## src/rtl/vga_pattern_gen_if.sv

```systemverilog
// Pixel-side bundle for vga_pattern_gen: pixel enable and pattern select in,
// registered DAC drive plus live counters and frame pulse out.
interface vga_pattern_gen_if #(
  parameter int COLOR_W = 4,
  parameter int CNT_W   = 10
);
  logic               pix_en;
  logic [1:0]         mode;
  logic [COLOR_W-1:0] vga_r;
  logic [COLOR_W-1:0] vga_g;
  logic [COLOR_W-1:0] vga_b;
  logic               vga_hs;
  logic               vga_vs;
  logic               vga_de;
  logic [CNT_W-1:0]   h_cnt;
  logic [CNT_W-1:0]   v_cnt;
  logic               frame_start;

  modport master (
    input  pix_en, mode,
    output vga_r, vga_g, vga_b, vga_hs, vga_vs, vga_de, h_cnt, v_cnt, frame_start
  );

  modport slave (
    output pix_en, mode,
    input  vga_r, vga_g, vga_b, vga_hs, vga_vs, vga_de, h_cnt, v_cnt, frame_start
  );
endinterface

```

## src/rtl/vga_pattern_gen.sv

```systemverilog
// Parametrised VGA timing generator with four registered test patterns.
// Build macro VGA_SCROLL_EN adds a per-frame horizontal scroll to modes 2 and 3.
module vga_pattern_gen #(
  parameter int H_VISIBLE  = 640,
  parameter int H_FRONT    = 16,
  parameter int H_SYNC     = 96,
  parameter int H_BACK     = 48,
  parameter int V_VISIBLE  = 480,
  parameter int V_FRONT    = 10,
  parameter int V_SYNC     = 2,
  parameter int V_BACK     = 33,
  parameter bit HS_POL     = 1'b0,
  parameter bit VS_POL     = 1'b0,
  parameter int COLOR_W    = 4,
  parameter int CHECK_LOG2 = 5,
  parameter int CNT_W      = 10
) (
  input  logic              clk,
  input  logic              rst_n,
  vga_pattern_gen_if.master bus
);
  localparam int H_TOTAL = H_VISIBLE + H_FRONT + H_SYNC + H_BACK;
  localparam int V_TOTAL = V_VISIBLE + V_FRONT + V_SYNC + V_BACK;
  localparam int BAR_W   = H_VISIBLE / 8;

  localparam logic [CNT_W-1:0] H_LAST   = CNT_W'(H_TOTAL - 1);
  localparam logic [CNT_W-1:0] H_VIS    = CNT_W'(H_VISIBLE);
  localparam logic [CNT_W-1:0] HS_START = CNT_W'(H_VISIBLE + H_FRONT);
  localparam logic [CNT_W-1:0] HS_STOP  = CNT_W'(H_VISIBLE + H_FRONT + H_SYNC);
  localparam logic [CNT_W-1:0] V_LAST   = CNT_W'(V_TOTAL - 1);
  localparam logic [CNT_W-1:0] V_VIS    = CNT_W'(V_VISIBLE);
  localparam logic [CNT_W-1:0] VS_START = CNT_W'(V_VISIBLE + V_FRONT);
  localparam logic [CNT_W-1:0] VS_STOP  = CNT_W'(V_VISIBLE + V_FRONT + V_SYNC);
  localparam logic [CNT_W-1:0] BAR_LAST = CNT_W'(BAR_W - 1);

  logic [CNT_W-1:0]   h_q, h_d, v_q, v_d;
  logic [CNT_W-1:0]   bar_pos_q, bar_pos_d;
  logic [2:0]         bar_idx_q, bar_idx_d;
  logic [1:0]         mode_q, mode_d;
  logic [COLOR_W-1:0] r_q, r_d, g_q, g_d, b_q, b_d;
  logic               hs_q, hs_d, vs_q, vs_d, de_q, de_d, fs_q, fs_d;

  logic               h_last, v_last, frame_wrap;
  logic               de_now, hs_now, vs_now, chk;
  logic               px_chk;
  logic [COLOR_W-1:0] px_grad;
  logic [COLOR_W-1:0] pat_r, pat_g, pat_b;

  assign h_last     = (h_q == H_LAST);
  assign v_last     = (v_q == V_LAST);
  assign frame_wrap = bus.pix_en && h_last && v_last;

`ifdef VGA_SCROLL_EN
  logic [CNT_W-1:0] scroll_q, scroll_d;

  always_comb begin
    scroll_d = scroll_q;
    if (frame_wrap) scroll_d = scroll_q + 1'b1;
  end

  always_ff @(posedge clk or negedge rst_n) begin
    if (!rst_n) scroll_q <= '0;
    else        scroll_q <= scroll_d;
  end

  // The sum wraps at CNT_W bits before the pattern bits are picked out.
  assign px_chk  = 1'((h_q + scroll_q) >> CHECK_LOG2);
  assign px_grad = COLOR_W'((h_q + scroll_q) >> 3);
`else
  assign px_chk  = h_q[CHECK_LOG2];
  assign px_grad = h_q[COLOR_W+2:3];
`endif

  always_comb begin
    h_d       = h_q;
    v_d       = v_q;
    bar_pos_d = bar_pos_q;
    bar_idx_d = bar_idx_q;
    mode_d    = mode_q;
    if (bus.pix_en) begin
      if (h_last) begin
        h_d       = '0;
        v_d       = v_last ? '0 : v_q + 1'b1;
        bar_pos_d = '0;
        bar_idx_d = '0;
      end else begin
        h_d = h_q + 1'b1;
        // Bar index tracks h_cnt without a divider and saturates on the last bar.
        if (bar_pos_q == BAR_LAST) begin
          bar_pos_d = '0;
          bar_idx_d = (bar_idx_q == 3'd7) ? 3'd7 : bar_idx_q + 3'd1;
        end else begin
          bar_pos_d = bar_pos_q + 1'b1;
        end
      end
      if (h_last && v_last) mode_d = bus.mode;
    end
  end

  always_comb begin
    de_now = (h_q < H_VIS) && (v_q < V_VIS);
    hs_now = (h_q >= HS_START) && (h_q < HS_STOP);
    vs_now = (v_q >= VS_START) && (v_q < VS_STOP);
    chk    = px_chk ^ v_q[CHECK_LOG2];
    pat_r  = '0;
    pat_g  = '0;
    pat_b  = '0;
    case (mode_q)
      2'd0: pat_r = '1;
      2'd1: begin
        pat_r = {COLOR_W{bar_idx_q[2]}};
        pat_g = {COLOR_W{bar_idx_q[1]}};
        pat_b = {COLOR_W{bar_idx_q[0]}};
      end
      2'd2: begin
        pat_r = {COLOR_W{chk}};
        pat_g = {COLOR_W{chk}};
        pat_b = {COLOR_W{chk}};
      end
      default: begin
        pat_r = px_grad;
        pat_g = v_q[COLOR_W+2:3];
      end
    endcase
    if (!de_now) begin
      pat_r = '0;
      pat_g = '0;
      pat_b = '0;
    end
  end

  always_comb begin
    r_d  = r_q;
    g_d  = g_q;
    b_d  = b_q;
    hs_d = hs_q;
    vs_d = vs_q;
    de_d = de_q;
    fs_d = 1'b0;
    if (bus.pix_en) begin
      r_d  = pat_r;
      g_d  = pat_g;
      b_d  = pat_b;
      hs_d = hs_now ? HS_POL : ~HS_POL;
      vs_d = vs_now ? VS_POL : ~VS_POL;
      de_d = de_now;
      fs_d = (h_q == '0) && (v_q == '0);
    end
  end

  always_ff @(posedge clk or negedge rst_n) begin
    if (!rst_n) begin
      h_q       <= '0;
      v_q       <= '0;
      bar_pos_q <= '0;
      bar_idx_q <= '0;
      mode_q    <= '0;
      r_q       <= '0;
      g_q       <= '0;
      b_q       <= '0;
      hs_q      <= ~HS_POL;
      vs_q      <= ~VS_POL;
      de_q      <= 1'b0;
      fs_q      <= 1'b0;
    end else begin
      h_q       <= h_d;
      v_q       <= v_d;
      bar_pos_q <= bar_pos_d;
      bar_idx_q <= bar_idx_d;
      mode_q    <= mode_d;
      r_q       <= r_d;
      g_q       <= g_d;
      b_q       <= b_d;
      hs_q      <= hs_d;
      vs_q      <= vs_d;
      de_q      <= de_d;
      fs_q      <= fs_d;
    end
  end

  assign bus.vga_r       = r_q;
  assign bus.vga_g       = g_q;
  assign bus.vga_b       = b_q;
  assign bus.vga_hs      = hs_q;
  assign bus.vga_vs      = vs_q;
  assign bus.vga_de      = de_q;
  assign bus.h_cnt       = h_q;
  assign bus.v_cnt       = v_q;
  assign bus.frame_start = fs_q;
endmodule

```

## src/flat_wrapper.sv

```systemverilog
// flat-port wrapper written by rule: the top's interface ports become plain ports
module vga_pattern_gen_flat 
#(
  parameter int H_VISIBLE  = 640,
  parameter int H_FRONT    = 16,
  parameter int H_SYNC     = 96,
  parameter int H_BACK     = 48,
  parameter int V_VISIBLE  = 480,
  parameter int V_FRONT    = 10,
  parameter int V_SYNC     = 2,
  parameter int V_BACK     = 33,
  parameter bit HS_POL     = 1'b0,
  parameter bit VS_POL     = 1'b0,
  parameter int COLOR_W    = 4,
  parameter int CHECK_LOG2 = 5,
  parameter int CNT_W      = 10
)
  (clk, rst_n, bus_pix_en, bus_mode, bus_vga_r, bus_vga_g, bus_vga_b, bus_vga_hs, bus_vga_vs, bus_vga_de, bus_h_cnt, bus_v_cnt, bus_frame_start);
  vga_pattern_gen_if #(.COLOR_W(COLOR_W), .CNT_W(CNT_W)) bus_i ();
  input  logic clk;
  input  logic rst_n;
  input wire logic [$bits(bus_i.pix_en)-1:0] bus_pix_en;
  input wire logic [$bits(bus_i.mode)-1:0] bus_mode;
  output wire logic [$bits(bus_i.vga_r)-1:0] bus_vga_r;
  output wire logic [$bits(bus_i.vga_g)-1:0] bus_vga_g;
  output wire logic [$bits(bus_i.vga_b)-1:0] bus_vga_b;
  output wire logic [$bits(bus_i.vga_hs)-1:0] bus_vga_hs;
  output wire logic [$bits(bus_i.vga_vs)-1:0] bus_vga_vs;
  output wire logic [$bits(bus_i.vga_de)-1:0] bus_vga_de;
  output wire logic [$bits(bus_i.h_cnt)-1:0] bus_h_cnt;
  output wire logic [$bits(bus_i.v_cnt)-1:0] bus_v_cnt;
  output wire logic [$bits(bus_i.frame_start)-1:0] bus_frame_start;
  assign bus_i.pix_en = bus_pix_en;
  assign bus_i.mode = bus_mode;
  assign bus_vga_r = bus_i.vga_r;
  assign bus_vga_g = bus_i.vga_g;
  assign bus_vga_b = bus_i.vga_b;
  assign bus_vga_hs = bus_i.vga_hs;
  assign bus_vga_vs = bus_i.vga_vs;
  assign bus_vga_de = bus_i.vga_de;
  assign bus_h_cnt = bus_i.h_cnt;
  assign bus_v_cnt = bus_i.v_cnt;
  assign bus_frame_start = bus_i.frame_start;
  vga_pattern_gen #(.H_VISIBLE(H_VISIBLE), .H_FRONT(H_FRONT), .H_SYNC(H_SYNC), .H_BACK(H_BACK), .V_VISIBLE(V_VISIBLE), .V_FRONT(V_FRONT), .V_SYNC(V_SYNC), .V_BACK(V_BACK), .HS_POL(HS_POL), .VS_POL(VS_POL), .COLOR_W(COLOR_W), .CHECK_LOG2(CHECK_LOG2), .CNT_W(CNT_W)) u_core (.clk(clk), .rst_n(rst_n), .bus(bus_i));
endmodule
```

## config.mk

```make
export PLATFORM = sky130hd
export DESIGN_NAME = vga_pattern_gen_flat
export DESIGN_NICKNAME = d
export VERILOG_FILES = /design/src/rtl/vga_pattern_gen_if.sv /design/src/rtl/vga_pattern_gen.sv /design/src/flat_wrapper.sv
export SDC_FILE = /design/constraint.sdc
export NUM_CORES = 1
export LEC_CHECK = 0
export BUFFER_PORTS_ARGS = -buffer_cell sky130_fd_sc_hd__buf_2
export CAP_MARGIN = 10
export CORE_MARGIN = 1.5
export CORE_UTILIZATION = 61
export CTS_CLUSTER_DIAMETER = 80
export DETAILED_ROUTE_END_ITERATION = 6
export GPL_ROUTABILITY_DRIVEN = 0
export PLACE_DENSITY = 0.95
export SYNTH_ARGS = -nofsm -noshare
export SYNTH_HDL_FRONTEND = slang
export SYNTH_SLANG_ARGS = --single-unit
```

## constraint.sdc

```tcl
create_clock -name clk -period 2.55 [get_ports clk]
set_input_delay 0.6375 -clock clk [delete_from_list [all_inputs] [get_ports clk]]
set_output_delay 0.6375 -clock clk [all_outputs]
set_load 0.02 [all_outputs]
```

Word level (Yosys, flattened, before mapping)
Index checks and enable logic that the tools add are counted.
{ "word_totals": {"reg_bits": 51, "inputBits": 5, "output_inout_bits": 36, "wordCells": 57} }
{ "op_classes": {"n_addsub": 4, "order_cmp": 6, "n_eq_ne": 6, "muxes": 16, "n_bitwise": 1, "n_reduce_logical": 12} }
{ "op_table": {"columns": ["cell", "n"], "rows": [
  ["2-to-1 mux 10 bit", 4],
  ["adder 10 x 1 -> 10 bit, second input constant", 3],
  ["case mux 4 bit (3 select lines)", 2],
  ["equality test 10 bit, second input constant", 2],
  ["logical NOT 10 bit", 2],
  ["less-than comparator 10 bit, second input constant", 2],
  ["less-than comparator 10 x 9 -> 1 bit, second input constant", 2],
  ["2-to-1 mux 4 bit", 3],
  ["equality test 10 x 7 -> 1 bit, second input constant", 1],
  [">= comparator 10 bit, second input constant", 1],
  [">= comparator 10 x 9 -> 1 bit, second input constant", 1],
  ["2-to-1 mux 3 bit", 3],
  ["case mux 4 bit (2 select lines)", 1],
  ["AND reduction 2 bit", 3],
  ["logical AND 1 bit", 5],
  ["adder 3 x 1 -> 3 bit, second input constant", 1],
  ["equality test 3 bit, second input constant", 1],
  ["2-to-1 mux 1 bit", 3],
  ["equality test 2 x 1 -> 1 bit, second input constant", 1],
  ["equality test 2 bit, second input constant", 1],
  ["logical NOT 2 bit", 1],
  ["nonzero test 2 bit", 1],
  ["XOR 1 bit", 1]
]} }

Longest topological paths before layout
{ "depth": {"ltp_word": 4, "ltp_mapped": 7, "depth_no_buf": 6} }

Worst setup path before layout
OpenSTA, ideal clock, no wires.
{ "synth_timing": {"path_type": "register to register", "start": "register u_core.h_q[0], in the netlist u_core.bus.h_cnt[0]", "end": "register u_core.mode_q[0]", "setup_time_ps": 125, "arrival_time_ps": 1781, "t_required_ps": 2425, "path_slack_ps": 644, "path_stages_with_launch": 7, "n_path_buf": 1, "synth_period_minus_slack_ps": 1906, "cell_sequence": "dfrtp_1 ha_1 and4_1 clkbuf_1 nand4_1 nor2_1 mux2_2"} }
{ "synth_via": {"elab_chain_len": 3} }
{ "synth_rtl": {"columns": ["element", "line", "source"], "rows": [
  ["start: declaration", "vga_pattern_gen.sv:36", "logic [CNT_W-1:0] h_q, h_d, v_q, v_d;"],
  ["start signal: assignment", "vga_pattern_gen.sv:153", "h_q <= '0;"],
  ["start signal: assignment", "vga_pattern_gen.sv:166", "h_q <= h_d;"],
  ["equality test 10 bit", "vga_pattern_gen.sv:49", "assign h_last = (h_q == H_LAST);"],
  ["logical AND 1 bit", "vga_pattern_gen.sv:96", "if (h_last && v_last) mode_d = bus.mode;"],
  ["AND reduction 2 bit (no source line)", null, null],
  ["end signal: assignment", "vga_pattern_gen.sv:170", "mode_q <= mode_d;"],
  ["end: declaration", "vga_pattern_gen.sv:39", "logic [1:0] mode_q, mode_d;"]
]} }
Every way passes these cells.
A chain may end at the register's enable or synchronous reset.

Worst setup path in the final report
{ "layout_timing": {"start": "register u_core.v_q[0], in the netlist u_core.bus.v_cnt[0]", "end": "register u_core.mode_q[0]"} }
{ "layout_via": {"elab_chain_len": 3} }
{ "layout_rtl": {"columns": ["element", "line", "source"], "rows": [
  ["start: declaration", "vga_pattern_gen.sv:36", null],
  ["start signal: assignment", "vga_pattern_gen.sv:167", "v_q <= v_d;"],
  ["equality test 10 bit", "vga_pattern_gen.sv:50", "assign v_last = (v_q == V_LAST);"],
  ["logical AND 1 bit", "vga_pattern_gen.sv:96", null],
  ["AND reduction 2 bit (no source line)", null, null]
]} }
Every way passes these cells.

==> results.md <==
- Synth async-reset ratio: 1.00
- Initial antenna violation count: 0
- Max stage delay on crit path: 0.46 ns
- Hold WC Path Type: input pin to asynchronous set/reset pin
- Yosys cell types: 56
- Worst Clk Skew: 0.0159 ns
- Avg Vias per Cell: 6.20
- # port buffers: 40
- Post-synthesis sequential area ratio: 0.465
- Post-layout min period: 2.20 ns
- Crit-path slowest cell: dfrtp_1
- Synth top area cells: dfrtp_1 (44%), ha_1 (4.8%), o2bb2ai_1 (3.4%), xnor2_1 (3.4%), o21ai_0 (2.9%)
- Max clock buf depth: 2
- Area growth syn-to-layout: 11.9%
- Worst-skew pair later-pin latency: 0.31 ns
- CTS sink count: 48
- Initial core utilization: 0.643
- Vias: 2109
- Slew HR: 0.577
- Most frequent cells in the layout: dfrtp_1 (46), buf_2 (40), nand2_1 (17), nor2_1 (15), o21ai_0 (15)
- CP Max Fanout: 6
- IO Pins: 41
- Logic pwr share: 0.245
- Leak: 1.38 nW
- Fin crit share: 0.862
- Die Width: 68.1 um
- Yosys reg bits: 48
- Vias in the first global route: 1999
- Sw Share: 0.347
- CP Class: flop to flop
- Setup slack after placement: 0.503 ns
- Yosys top cell by area: dfrtp_1
- First-pass GRT wire length: 9850 um
- Die Ht: 68.1 um
- Post-layout nets: 304
- Post-Syn Area: 0.00259 mm2
- Placed Area: 0.00281 mm2
- Dpl hpwl: 4180 um
- Total CTS buffers: 5
- Rows: 23
- Filler cells: 301
- Multi-input gate area: 0.00127 mm2
- Sw Pwr: 0.664 mW
- Critical-path cell list: inv_1 > ha_1 > nor2b_1 > nand3_1 > nor2_1 > mux2_2
- Cell Pwr Density: 660 mW/mm2
- Pre-Repair DR Iteration Count: 5
- H-tree levels: 2
- Max Clock Freq: 455 MHz
- Hold Slack: 0.334 ns
- CP required: 2.75 ns
- Crit path arrival time: 2.39 ns
- Max capacitance violation total: 0
- Worst Slack Setup Final: 0.353 ns
- Main synth FF type: dfrtp_1
- Most common cell after layout, fill and taps aside: dfrtp_1
- Worst slew pin tran: 0.634 ns
- Total Routing Usage GR: 0.286
- Setup repair after global routing missed its margin: false
- Routed Antenna Nets: 0
- Die ar.: 0.00464 mm2
- Final Max Tran Viols: 0
- Crit end category: flop
- # Post-CTS Setup Buffers: 0
- Drt wl/cell: 17.6 um
- Clock slew at reported path FFs: 0.09 ns
- Final sum of negative setup slack: 0 ns
- Internal power: 1.25 mW
- Initial drt markers: 213
- Syn Nets: 266
- VDD IR max: 498 uV
- Startpoint types: flop
- Ant. Diodes: 0
- Layout cells sized above 1: 0.231
- Largest net degree at the start of global routing: 30
- Final instance area: 0.00290 mm2
- Post-synth EDFFs: 0
- PostCTS Resize Cnt: 0
- Yosys warnings: 0
- CTS tree: yes
- Core area: 0.00403 mm2
- Drc violations: 0
- DRT Wirelength: 5990 um
- Seq pwr share: 0.519
- Grt total ovfl: 0
- Share of Yosys cell area claimed by the top area cell type: 0.445
- Outcome: complete, no violations
- R2R depth: 6
- Clk pwr share: 0.236
- Register Area: 0.00120 mm2
- Setup-failing EPs final: 0
- Hold Buf Count CTS: 0
- Root Buffer: clkbuf_8
- Total power: 1.91 mW
- Mean Syn Cell Area: 10.3 um2
- Gate Count Post-Synth: 251
- Final Hold Viols: 0
worst max-delay path: cells and delay by family, from the launching register on:
family        cells  cell delay, ns
simple gates      3            0.96
flops             1            0.46
mux               1            0.36
buf+inv           1            0.15
fa+ha+maj         1            0.15
cells in the mapped netlist, types with 2 or more instances:
library cell   n
inv_1         11
clkbuf_1       5
and3_1         6
and2_1         2
and4_1         2
nor2_1        15
a21oi_1        6
a32oi_1        2
nand4b_1       3
buf_2          4
dfstp_2        2
nand2b_1       2
a22o_1         2
xnor2_1       10
nand3_1        8
and3_2         2
and2_0         2
nor3_1         3
o2bb2ai_1     10
dfrtp_1       46
buf_4          3
nor2b_1        8
o211ai_1       2
o21ai_0       15
nand2_1       17
nand4_1       11
ha_1          10
nor4_1         4
xor2_1         8
a21o_1         2
a31oi_1        3
power groups by stage:
stage / Clock (mW) / Combinational, mW / Sequential, mW
after global routing: 0.496 / 0.522 / 1.01
after detailed placement: 0 / 0.469 / 1.00
after floorplan: 0 / 0.291 / 1.02
after global placement: 0 / 0.449 / 0.996
after CTS: 0.457 / 0.472 / 0.989
final: 0.451 / 0.468 / 0.994
registers in the layout, summed over array words and instances (netlist names), 2 cells and up:
signal and cells:
u_core.bar_idx_q 3, u_core.bar_pos_q 10, u_core.bus.h_cnt 10, u_core.bus.v_cnt 10, u_core.bus.vga_g 4, u_core.bus.vga_r 4
u_core.mode_q 2
worst paths after layout:
kind / from / end / slack [ns]
min: rst_n / u_core.bus.v_cnt[8] / 0.33
min reg2reg: u_core.bus.vga_g[3] / u_core.bus.vga_g[3] / 0.49
min in group clk: u_core.bus.vga_g[3] / u_core.bus.vga_g[3] / 0.49
max reg2reg: u_core.bus.v_cnt[0] / u_core.mode_q[0] / 0.35
max: u_core.bus.v_cnt[0] / u_core.mode_q[0] / 0.35
max in group asynchronous: rst_n / u_core.bar_pos_q[5] / 1.59
layer usage:
layer / global-route usage / wire (um) / vias to the layer above
li1: - / - / 986
met1: 0.399 / 2580 / 1027
met2: 0.460 / 2980 / 89
met3: 0.0526 / 368 / 7
met4: 0.0775 / 61 / 0
met5: 0 / 0 / -
logic make-up (layout without fill, tap and decap cells):
kind of cell               count (synthesis)  in the layout  share of synthesized area
buffers and inverters                     25             64                     0.0459
adders and majority gates                 10             10                     0.0483
DFF                                       48             48                      0.465
and+or+nand+nor                           97             97                      0.232
AOI/OAI and AO/OA                         49             49                      0.130
xor gates and xnor gates                  18             18                     0.0609
muxes                                      4              4                     0.0184
stage by stage:
| step | utilization | cells |
|---|---|---|
| floorplan | - | 251 |
| global placement | 0.698 | 332 |
| detailed placement | 0.698 | 332 |
| CTS | 0.719 | 340 |
| global route | 0.719 | 340 |
| finish | 0.719 | 340 |
cell type report:
type                            instances  share of cell area
Sequential cell                        48               0.416
Inverter                               11              0.0143
Clock buffer                            7              0.0263
Tap cell                               50              0.0216
Timing Repair Buffer                   45              0.0821
Multi-Input combinational cell        178               0.437
Clock inverter                          1             0.00302
No activity file was read; power rests on OpenSTA's default activity.
